<file path="src/rtl/mulf16_pkg.sv">
// mulf16_pkg: shared constants and types for the 17-bit float multiply
// (and the divider's post-normalization).
//   EXP_BIAS / MAN_W / EXP_W : format constants
//   state_t                  : sequencer states (IDLE, MUL, NORM)
//   exp_s10_t                : 10-bit signed exponent used for flag logic
package mulf16_pkg;

  localparam int EXP_BIAS = 127;
  localparam int MAN_W    = 8;
  localparam int EXP_W    = 8;

  typedef enum logic [1:0] {
    IDLE = 2'd0,
    MUL  = 2'd1,
    NORM = 2'd2
  } state_t;

  // Wide enough for a_exp + b_exp - bias + 1 with both signs.
  typedef logic signed [9:0] exp_s10_t;

endpackage

</file>
<file path="src/rtl/mulf16_norm.sv">
// mulf16_norm: combinational normalize / exponent / flag logic.
// Ports:
//   i_p      : raw mantissa product (2*MAN_W bits, two integer bits)
//   i_a_exp  : biased exponent of operand A
//   i_b_exp  : biased exponent of operand B
//   i_zero   : either operand mantissa is zero
//   o_man    : truncated normalized mantissa (explicit leading one)
//   o_exp    : biased result exponent
//   o_ovf    : exponent overflow (result saturated to all ones)
//   o_unf    : exponent underflow (result flushed to zero)
module mulf16_norm #(
  parameter int EXP_BIAS = mulf16_pkg::EXP_BIAS,
  parameter int MAN_W    = mulf16_pkg::MAN_W,
  parameter int EXP_W    = mulf16_pkg::EXP_W
) (
  input  logic [2*MAN_W-1:0] i_p,
  input  logic [EXP_W-1:0]   i_a_exp,
  input  logic [EXP_W-1:0]   i_b_exp,
  input  logic               i_zero,
  output logic [MAN_W-1:0]   o_man,
  output logic [EXP_W-1:0]   o_exp,
  output logic               o_ovf,
  output logic               o_unf
);
  import mulf16_pkg::*;

  localparam exp_s10_t EXP_MAX = exp_s10_t'((1 << EXP_W) - 1);

  logic               w_p_top;
  logic [MAN_W-1:0]   w_man;
  exp_s10_t           w_e_sum;
  exp_s10_t           w_e;

  // Product of two [1,2) values lies in [1,4): the top bit decides whether
  // a one-place right shift (and exponent bump) is needed.
  assign w_p_top = i_p[2*MAN_W-1];
  assign w_man   = w_p_top ? i_p[2*MAN_W-1:MAN_W] : i_p[2*MAN_W-2:MAN_W-1];

  assign w_e_sum = exp_s10_t'({{(10-EXP_W){1'b0}}, i_a_exp})
                 + exp_s10_t'({{(10-EXP_W){1'b0}}, i_b_exp})
                 - exp_s10_t'(EXP_BIAS);
  assign w_e     = w_p_top ? (w_e_sum + 10'sd1) : w_e_sum;

  // A zero operand wins over both range checks.
  always_comb begin
    o_man = '0;
    o_exp = '0;
    o_ovf = 1'b0;
    o_unf = 1'b0;
    if (!i_zero) begin
      if (w_e >= EXP_MAX) begin
        o_man = '1;
        o_exp = '1;
        o_ovf = 1'b1;
      end else if (w_e <= 10'sd0) begin
        o_unf = 1'b1;
      end else begin
        o_man = w_man;
        o_exp = w_e[EXP_W-1:0];
      end
    end
  end

endmodule

</file>
<file path="src/rtl/mulf16_seq.sv">
// mulf16_seq: sequential 17-bit float multiplier (sign, 8-bit biased
// exponent, 8-bit mantissa with explicit leading one). One shift-add step
// per mantissa bit, then a single normalize cycle.
// Ports:
//   clk, rst                 : clock, asynchronous active-high reset
//   start                    : request, accepted only in IDLE
//   a_* / b_*                : operands, latched on acceptance
//   busy                     : acceptance through the done cycle
//   done                     : one-cycle result-valid pulse
//   product_* / overflow /
//   underflow                : registered results, held until next done
module mulf16_seq #(
  parameter int EXP_BIAS = mulf16_pkg::EXP_BIAS,
  parameter int MAN_W    = mulf16_pkg::MAN_W,
  parameter int EXP_W    = mulf16_pkg::EXP_W
) (
  input  logic             clk,
  input  logic             rst,
  input  logic             start,
  input  logic [MAN_W-1:0] a_mantissa,
  input  logic             a_sign,
  input  logic [EXP_W-1:0] a_exponent,
  input  logic [MAN_W-1:0] b_mantissa,
  input  logic             b_sign,
  input  logic [EXP_W-1:0] b_exponent,
  output logic             busy,
  output logic             done,
  output logic [MAN_W-1:0] product_mantissa,
  output logic             product_sign,
  output logic [EXP_W-1:0] product_exponent,
  output logic             overflow,
  output logic             underflow
);
  import mulf16_pkg::*;

  localparam int                CNT_W    = $clog2(MAN_W);
  localparam logic [CNT_W-1:0]  CNT_LAST = CNT_W'(MAN_W - 1);

  state_t               r_state;
  logic [MAN_W-1:0]     r_a_man;
  logic [MAN_W-1:0]     r_b_man;
  logic                 r_a_sign;
  logic                 r_b_sign;
  logic [EXP_W-1:0]     r_a_exp;
  logic [EXP_W-1:0]     r_b_exp;
  logic [2*MAN_W-1:0]   r_acc;
  logic [CNT_W-1:0]     r_count;

  logic [2*MAN_W-1:0]   w_pp;
  logic                 w_zero;
  logic [MAN_W-1:0]     w_norm_man;
  logic [EXP_W-1:0]     w_norm_exp;
  logic                 w_norm_ovf;
  logic                 w_norm_unf;

  // Partial product for the multiplier bit under the counter.
  assign w_pp   = r_b_man[r_count] ? ({{MAN_W{1'b0}}, r_a_man} << r_count) : '0;
  assign w_zero = (r_a_man == '0) || (r_b_man == '0);

  mulf16_norm #(
    .EXP_BIAS (EXP_BIAS),
    .MAN_W    (MAN_W),
    .EXP_W    (EXP_W)
  ) u_norm (
    .i_p     (r_acc),
    .i_a_exp (r_a_exp),
    .i_b_exp (r_b_exp),
    .i_zero  (w_zero),
    .o_man   (w_norm_man),
    .o_exp   (w_norm_exp),
    .o_ovf   (w_norm_ovf),
    .o_unf   (w_norm_unf)
  );

  always_ff @(posedge clk or posedge rst) begin
    if (rst) begin
      r_state          <= IDLE;
      r_a_man          <= '0;
      r_b_man          <= '0;
      r_a_sign         <= 1'b0;
      r_b_sign         <= 1'b0;
      r_a_exp          <= '0;
      r_b_exp          <= '0;
      r_acc            <= '0;
      r_count          <= '0;
      busy             <= 1'b0;
      done             <= 1'b0;
      product_mantissa <= '0;
      product_sign     <= 1'b0;
      product_exponent <= '0;
      overflow         <= 1'b0;
      underflow        <= 1'b0;
    end else begin
      case (r_state)
        IDLE: begin
          done <= 1'b0;
          // busy stays up through the done cycle and drops here unless a
          // new request is taken on the same edge.
          if (start) begin
            r_a_man  <= a_mantissa;
            r_b_man  <= b_mantissa;
            r_a_sign <= a_sign;
            r_b_sign <= b_sign;
            r_a_exp  <= a_exponent;
            r_b_exp  <= b_exponent;
            r_acc    <= '0;
            r_count  <= '0;
            busy     <= 1'b1;
            r_state  <= MUL;
          end else begin
            busy     <= 1'b0;
          end
        end
        MUL: begin
          r_acc <= r_acc + w_pp;
          if (r_count == CNT_LAST) begin
            r_state <= NORM;
          end else begin
            r_count <= r_count + 1'b1;
          end
        end
        NORM: begin
          product_mantissa <= w_norm_man;
          product_exponent <= w_norm_exp;
          product_sign     <= r_a_sign ^ r_b_sign;
          overflow         <= w_norm_ovf;
          underflow        <= w_norm_unf;
          done             <= 1'b1;
          r_state          <= IDLE;
        end
        default: r_state <= IDLE;
      endcase
    end
  end

endmodule

</file>
<file path="config.mk">
export PLATFORM = sky130hd
export DESIGN_NAME = mulf16_seq
export DESIGN_NICKNAME = d
export VERILOG_FILES = /design/src/rtl/mulf16_pkg.sv /design/src/rtl/mulf16_norm.sv /design/src/rtl/mulf16_seq.sv
export SDC_FILE = /design/constraint.sdc
export NUM_CORES = 1
export LEC_CHECK = 0
export ABC_CLOCK_PERIOD_IN_PS = 4800
export CELL_PAD_IN_SITES_DETAIL_PLACEMENT = 0
export CELL_PAD_IN_SITES_GLOBAL_PLACEMENT = 1
export CORE_MARGIN = 4
export CORE_UTILIZATION = 43
export DETAILED_ROUTE_END_ITERATION = 16
export PLACE_DENSITY = 0.77
export SLEW_MARGIN = 25
export SYNTH_ARGS = -nofsm -noshare
export SYNTH_HDL_FRONTEND = slang
export SYNTH_SLANG_ARGS = --single-unit
</file>
<file path="constraint.sdc">
create_clock -name clk -period 4.8 [get_ports clk]
set_input_delay 0.48 -clock clk [delete_from_list [all_inputs] [get_ports clk]]
set_output_delay 0.48 -clock clk [all_outputs]
set_load 0.005 [all_outputs]
</file>
-- Yosys cells after proc, flatten, opt, wreduce, memory -nomap -nowiden
Cells that the tools add are included.
- $add $sub $neg: 5
- $lt $le $gt $ge: 3
- eq/ne operators: 6
- shift-type cells: 1
- multiplexer cells: 26
- bitwise logic cells: 1
- reduce and logical (&&, ||, !) cells: 10
- operators by type and width (operator ; count):
    $mux W8 ; 7
    $mux W16 ; 2
    $pmux W16 S2 ; 1
    $add A16 B16 Y16 ; 1
    $logic_not A8 Y1 ; 2
    $shl A8 B3 Y16 ; 1
    $add A10 B2 Y10 const B ; 1
    $ge A10 B9 Y1 const B ; 1
    $le A10 B1 Y1 const B ; 1
    $mux W10 ; 1
    $sub A10 B8 Y10 const B ; 1
    $add A8 B8 Y9 ; 1
    $mux W1 ; 7
    $mux W3 ; 2
    $ne A2 B2 Y1 const B ; 3
    $pmux W3 S2 ; 1
    $reduce_and A2 Y1 ; 3
    $lt A3 B4 Y1 const B ; 1
    $mux W2 ; 2
    $pmux W2 S2 ; 1
    $reduce_bool A2 Y1 ; 2
    $add A3 B1 Y3 const B ; 1
    $bmux W1 S3 ; 1
    $eq A3 B3 Y1 const B ; 1
    other kinds (7) ; 7
- register bits after elaboration: 76
- input port bits: 37
- output and inout bits: 21
- logic and storage cells: 68

-- Depth between registers and ports, before layout
- word-level depth: 8
- gate-level depth with buffers: 16
- depth with buffers taken out: 14

-- Hierarchy
From an unflattened synthesis, not the netlist that was laid out.
- cell total of the unflattened synthesis: 575
- area total of the unflattened synthesis: 5228.8 um^2
- by module, submodules not included (module ; instances ; cells each ; area each (um^2) ; seq. area each (um^2)):
    mulf16_seq ; 1 ; 436 ; 4124.0 ; 1901.8
    mulf16_norm ; 1 ; 139 ; 1104.8 ; 0.0

-- Worst setup path after synthesis
Ideal clock, no wire load.
- path kind: register -> register
- from: register r_count[1]
- to: register r_acc[14]
- library setup time: 0.083 ns
- arrival: 3.454 ns
- data required time: 4.717 ns
- path slack: 1.263 ns
- cell stages (with the launch flop): 16
- buffers on the path: 1
- period minus slack after synthesis: 3.537 ns
- cells stage by stage: dfrtp_1 > clkbuf_1 > mux4_2 > nand2_1 > nor2_1 > ha_1 > fa_1 > a21o_1 > a21oi_1 > o21bai_1 > a21oi_1 > o21ai_0 > a2111oi_0 > o41ai_1 > xnor2_1 > o21ai_0
- word-level cells in the longest chain between the ends: 5
- elaborated cells between the ends (all ways): 6
- classes of those cells: add/sub: 1; shift: 1; mux: 4
- RTL lines (what ; line ; source):
    start, declared ; mulf16_seq.sv:47 ; logic [CNT_W-1:0] r_count;
    start signal, assigned ; mulf16_seq.sv:119 ; r_count <= r_count + 1'b1;
    $bmux W1 S3 ; mulf16_seq.sv:57 ; assign w_pp = r_b_man[r_count] ? ({{MAN_W{1'b0}}, r_a_man} << r_count) : '0;
    $mux W1 (not written as such) ; mulf16_seq.sv:57 ;
    $mux W16 (*) ; mulf16_seq.sv:57 ;
    $add A16 B16 Y16 (*) ; mulf16_seq.sv:115 ; r_acc <= r_acc + w_pp;
    $pmux W16 S2 (*) ; mulf16_seq.sv:94 ; case (r_state)
    end signal, assigned ; mulf16_seq.sv:115 ;
    end, declared ; mulf16_seq.sv:46 ; logic [2*MAN_W-1:0] r_acc;
Mark *: on every way between the ends. The rest lies on a longest branch, timed or not. The select of a mux whose other input is x is not followed.
A chain may end at the register's enable or synchronous reset.

-- Final worst setup path
Ends and elaborated chain as after synthesis.

==> impl_results.html <==
<table>
<tr><th>Metric</th><th>Value</th></tr>
<tr><th colspan="2">Outcome</th></tr>
<tr><td>Outcome</td><td>complete, no violations</td></tr>
<tr><th colspan="2">GRT</th></tr>
<tr><td>Initial antenna violation count</td><td>0</td></tr>
<tr><td>Total congestion overflow</td><td>0</td></tr>
<tr><td>Pin count of the biggest net entering global routing</td><td>between 40 and 50</td></tr>
<tr><td>Global-route usage over all layers</td><td>19.0%</td></tr>
<tr><td>Wire length of the first global-routing pass</td><td>20.1 mm</td></tr>
<tr><td>Via count of the first global-routing pass</td><td>4129</td></tr>
<tr><th colspan="2">Clocking</th></tr>
<tr><td>CTS root buf</td><td>sky130_fd_sc_hd__clkbuf_16</td></tr>
<tr><td>CTS tree</td><td>built</td></tr>
<tr><td>Post-cts repair resize count</td><td>0</td></tr>
<tr><td>Number of buffers inserted during clock tree synthesis</td><td>9</td></tr>
<tr><td>Count of H-tree levels built during CTS</td><td>3</td></tr>
<tr><td>Num Clock Sinks</td><td>76</td></tr>
<tr><td>Clk pin slew, worst setup/hold paths</td><td>0.06 ns</td></tr>
<tr><td>CTS Hold Bufs</td><td>0</td></tr>
<tr><td>Worst skew pair latency</td><td>0.34 ns</td></tr>
<tr><td>Max Root-Sink Buffers</td><td>2</td></tr>
<tr><td>Buffer count from post-CTS setup fixing</td><td>0</td></tr>
<tr><th colspan="2">Drt</th></tr>
<tr><td>Vias per cell</td><td>5.48</td></tr>
<tr><td>WL per Instance</td><td>15.7 um</td></tr>
<tr><td>1st-pass router iterations</td><td>6</td></tr>
<tr><td>Number of vias after detailed routing</td><td>4048</td></tr>
<tr><td>Number of remaining DRC errors</td><td>0</td></tr>
<tr><td>Post-detailed-routing wire length</td><td>11.6 mm</td></tr>
<tr><td>Antenna viol nets, final</td><td>0</td></tr>
<tr><td>DR iter-0 viols</td><td>approximately 220</td></tr>
<tr><th colspan="2">Synthesis</th></tr>
<tr><td>Yosys cell types</td><td>65</td></tr>
<tr><td>Average size of a mapped cell</td><td>8.86 um2</td></tr>
<tr><td>Count of mapped cells out of synthesis</td><td>545</td></tr>
<tr><td>Synth top area cells</td><td>sky130_fd_sc_hd__dfrtp_1, sky130_fd_sc_hd__nand2_1, sky130_fd_sc_hd__ha_1</td></tr>
<tr><td>Post-synthesis cell area</td><td>4830 um2</td></tr>
<tr><td>List of most frequent post-synthesis cells</td><td>sky130_fd_sc_hd__nand2_1, sky130_fd_sc_hd__dfrtp_1, sky130_fd_sc_hd__nor2_1</td></tr>
<tr><td>Number of storage elements in the synthesis netlist</td><td>76</td></tr>
<tr><td>Post-Synthesis Net Count</td><td>611</td></tr>
<tr><td>Yosys Warn Count</td><td>0</td></tr>
<tr><td>Cell taking the most area after synthesis</td><td>sky130_fd_sc_hd__dfrtp_1</td></tr>
<tr><td>Most frequent cell after synthesis</td><td>sky130_fd_sc_hd__nand2_1</td></tr>
<tr><td>Share of the synthesized area in the top cell type</td><td>39.4%</td></tr>
<tr><td>EDFF count, synth</td><td>0</td></tr>
<tr><td>Seq/Total Area, Yosys</td><td>39.4%</td></tr>
<tr><td>Fraction of synthesis flops using an asynchronous set or reset pin</td><td>100%</td></tr>
<tr><td>Most common flop cell mapped by yosys</td><td>sky130_fd_sc_hd__dfrtp_1</td></tr>
<tr><th colspan="2">Timing</th></tr>
<tr><td>Least-Margin Pin Slew</td><td>0.911 ns</td></tr>
<tr><td>Setup_tns</td><td>0 ns</td></tr>
<tr><td>Hold_ws</td><td>roughly 0.48 ns</td></tr>
<tr><td>Final-report setup violation count</td><td>0</td></tr>
<tr><td>Clock skew after layout</td><td>0.0101 ns</td></tr>
<tr><td>Slew Viols, Final</td><td>0</td></tr>
<tr><td>Setup repair after global routing missed its margin</td><td>false</td></tr>
<tr><td>Final period utilization</td><td>a little under nine tenths</td></tr>
<tr><td>Highest clock frequency the design can meet</td><td>0.243 GHz</td></tr>
<tr><td>Post-layout min period</td><td>4.12 ns</td></tr>
<tr><td>Max-Slew Margin vs Limit</td><td>39.3%</td></tr>
<tr><td>Final Hold Viols</td><td>0</td></tr>
<tr><th colspan="2">Worst setup path</th></tr>
<tr><td>Slowest cell on the critical path</td><td>sky130_fd_sc_hd__dfrtp_1</td></tr>
<tr><td>Start point of the critical path</td><td>r_count[1]$_DFFE_PP0P_</td></tr>
<tr><td>Cell chain of the critical path</td><td>mux4_2, nand2_1, nor2_1, ha_1, fa_1, a21o_1, a21oi_1, o21bai_1, a21oi_1, o21ai_0, a2111oi_0, o41ai_1, xnor2_1, o21ai_0</td></tr>
<tr><td>Arrival time of data at the critical path endpoint</td><td>4.37 ns</td></tr>
<tr><td>Critical Path End</td><td>r_acc[14]$_DFFE_PP0P_</td></tr>
<tr><td>Setup slack of the most critical reg-to-reg path</td><td>0.68 ns</td></tr>
<tr><td>Capture point of the worst reg-to-reg path</td><td>r_acc[14]$_DFFE_PP0P_</td></tr>
<tr><td>Family with the most delay on the worst path</td><td>compound AO/OA/AOI/OAI gates</td></tr>
<tr><td>Number of buffer and inverter instances along the worst setup path</td><td>0</td></tr>
<tr><td>CP max stage delay</td><td>0.74 ns</td></tr>
<tr><td>Biggest fanout along the worst timing path</td><td>17</td></tr>
<tr><td>Logic depth of the worst path, buffers included</td><td>14</td></tr>
<tr><td>Start-to-end type of the worst setup path</td><td>reg2reg</td></tr>
<tr><td>R2r startpoint</td><td>r_count[1]$_DFFE_PP0P_</td></tr>
<tr><td>Depth of the worst register-to-register path</td><td>14</td></tr>
<tr><td>Element type at the critical path end</td><td>flip-flop</td></tr>
<tr><td>Data required time of the worst path</td><td>5.04 ns</td></tr>
<tr><td>Startpoint class of the critical path</td><td>flip-flop</td></tr>
<tr><th colspan="2">Pwr</th></tr>
<tr><td>Reported leakage power</td><td>2.72 nW</td></tr>
<tr><td>Maximum vdd drop</td><td>a little under 0.3 mV</td></tr>
<tr><td>Power density over the cells</td><td>767 nW/um2</td></tr>
<tr><td>Overall power after layout</td><td>about 4.5 mW</td></tr>
<tr><th colspan="2">Flow run</th></tr>
<tr><td>Max-cap violations</td><td>0</td></tr>
<tr><th colspan="2">Final layout</th></tr>
<tr><td>Count of fill cells added during filler insertion</td><td>around 1000</td></tr>
<tr><td>Non-filler instance count after layout</td><td>739</td></tr>
<tr><td>Growth of design area from synthesis to finish</td><td>21.2%</td></tr>
<tr><td>Post-route cell area</td><td>around 6000 um2</td></tr>
<tr><td>Number of antenna diodes</td><td>0</td></tr>
<tr><td>Number of nets in the layout</td><td>661</td></tr>
<tr><td>Share of post-route cells with drive strength above 1</td><td>9.02%</td></tr>
<tr><th colspan="2">Floorplan</th></tr>
<tr><td>Initial core utilization</td><td>approximately 44%</td></tr>
<tr><td>Die Y</td><td>around 110 um</td></tr>
<tr><td>Die Wd</td><td>114 um</td></tr>
<tr><td>Std-Cell Core Area</td><td>10900 um2</td></tr>
<tr><td>Die outline area</td><td>13000 um2</td></tr>
<tr><td>Number of rows created at floorplan</td><td>38</td></tr>
<tr><td>Number of placed I/O pins</td><td>58</td></tr>
<tr><th colspan="2">Place</th></tr>
<tr><td>Placer's final routability congestion estimate</td><td>0.815</td></tr>
<tr><td>Instance area after placement</td><td>between 5000 and 6000 um2</td></tr>
<tr><td>Buffers added on ports</td><td>57</td></tr>
<tr><td>Placed wire-length estimate after detailed placement</td><td>8.48 mm</td></tr>
<tr><td>Number of instances in the placed design</td><td>724</td></tr>
<tr><th colspan="2">Worst hold path</th></tr>
<tr><td>Type of the most critical hold path</td><td>reg2reg</td></tr>
</table>
worst min-delay path, cell delays in order (launching register included):
cell and delay [ns]:
sky130_fd_sc_hd__dfrtp_1 0.34, sky130_fd_sc_hd__nand2_1 0.05, sky130_fd_sc_hd__nand2_1 0.05
worst min-delay path by stage:
stage / start / endpoint / slack, ns / depth (start not counted)
after detailed placement: r_b_exp[4]$_DFFE_PP0P_ / r_b_exp[4]$_DFFE_PP0P_ / 0.47 / 2
after global placement: product_exponent[7]$_DFFE_PP0P_ / product_exponent[7]$_DFFE_PP0P_ / 0.46 / 1
after CTS: r_b_exp[4]$_DFFE_PP0P_ / r_b_exp[4]$_DFFE_PP0P_ / 0.48 / 2
after floorplan: r_b_exp[0]$_DFFE_PP0P_ / r_b_exp[0]$_DFFE_PP0P_ / 0.45 / 2
after global routing: product_sign$_DFFE_PP0P_ / product_sign$_DFFE_PP0P_ / 0.50 / 2
final: r_b_exp[4]$_DFFE_PP0P_ / r_b_exp[4]$_DFFE_PP0P_ / 0.48 / 2
power breakdown:
part	total [mW]	internal, mW	switching, mW	leakage [nW]
combinational	2.46	1.10	1.37	1.57
clock	0.841	0.560	0.281	0.176
sequential	1.19	0.911	0.278	0.976
total	4.49	2.57	1.93	2.72
logic make-up after synthesis:
group / Yosys count / synth area share, %
simple gates: 241 / 22.0
compound gates: 121 / 18.1
flops: 76 / 39.4
buf+inv: 38 / 3.55
fa+ha+maj: 29 / 7.82
xor+xnor: 22 / 4.61
mux: 18 / 4.53
cell usage in the layout, fill, tap and decap left out, types with 5 or more instances in the layout:
cell	n
sky130_fd_sc_hd__a21o_1	6
sky130_fd_sc_hd__xor2_1	5
sky130_fd_sc_hd__clkdlybuf4s50_1	57
sky130_fd_sc_hd__nand3_1	5
sky130_fd_sc_hd__a21oi_1	25
sky130_fd_sc_hd__mux2_2	11
sky130_fd_sc_hd__o21ai_0	29
sky130_fd_sc_hd__xnor2_1	13
sky130_fd_sc_hd__nand2_1	144
sky130_fd_sc_hd__ha_1	27
sky130_fd_sc_hd__nor4_1	7
sky130_fd_sc_hd__nor2_1	34
sky130_fd_sc_hd__clkbuf_16	9
sky130_fd_sc_hd__mux2i_1	5
sky130_fd_sc_hd__o21bai_1	5
sky130_fd_sc_hd__dfrtp_1	76
sky130_fd_sc_hd__nor3_1	9
sky130_fd_sc_hd__and2_1	9
sky130_fd_sc_hd__inv_1	16
sky130_fd_sc_hd__a221o_1	11
stage by stage:
step | setup slack [ns] | util [%]
6_report | 0.678 | 53.5
5_1_grt | 0.223 | 53.5
4_1_cts | 0.646 | 53.5
3_5_place_dp | 0.709 | 50.2
3_3_place_gp | 0.821 | 50.2
2_1_floorplan | 1.26 | -
state kept, by name (all words and copies together), names as in the netlist, 2 cells and up:
name,flops
product_mantissa,8
r_acc,16
r_a_man,8
r_b_exp,8
r_count,3
r_state,2
product_exponent,8
r_b_man,8
r_a_exp,8
layout make-up:
cell class | count | area, um2 | share of cell area, %
repair buffers | 60 | 593 | 10.1
clock inverters | 6 | 138 | 2.35
well taps | 140 | 175 | 2.99
multi-input cells | 431 | 2760 | 47.1
inverters | 17 | 63.8 | 1.09
flip-flops and latches | 76 | 1900 | 32.5
clock buffers | 9 | 225 | 3.85
routing by layer:
layer	global-route usage (%)	wire length, um	vias up
met5	0	0	-
met4	5.38	193	0
met3	4.35	652	17
met2	29.9	5220	109
met1	26.5	5520	1906
li1	-	-	2016
Note: power is estimated with default switching activity, not from simulation.
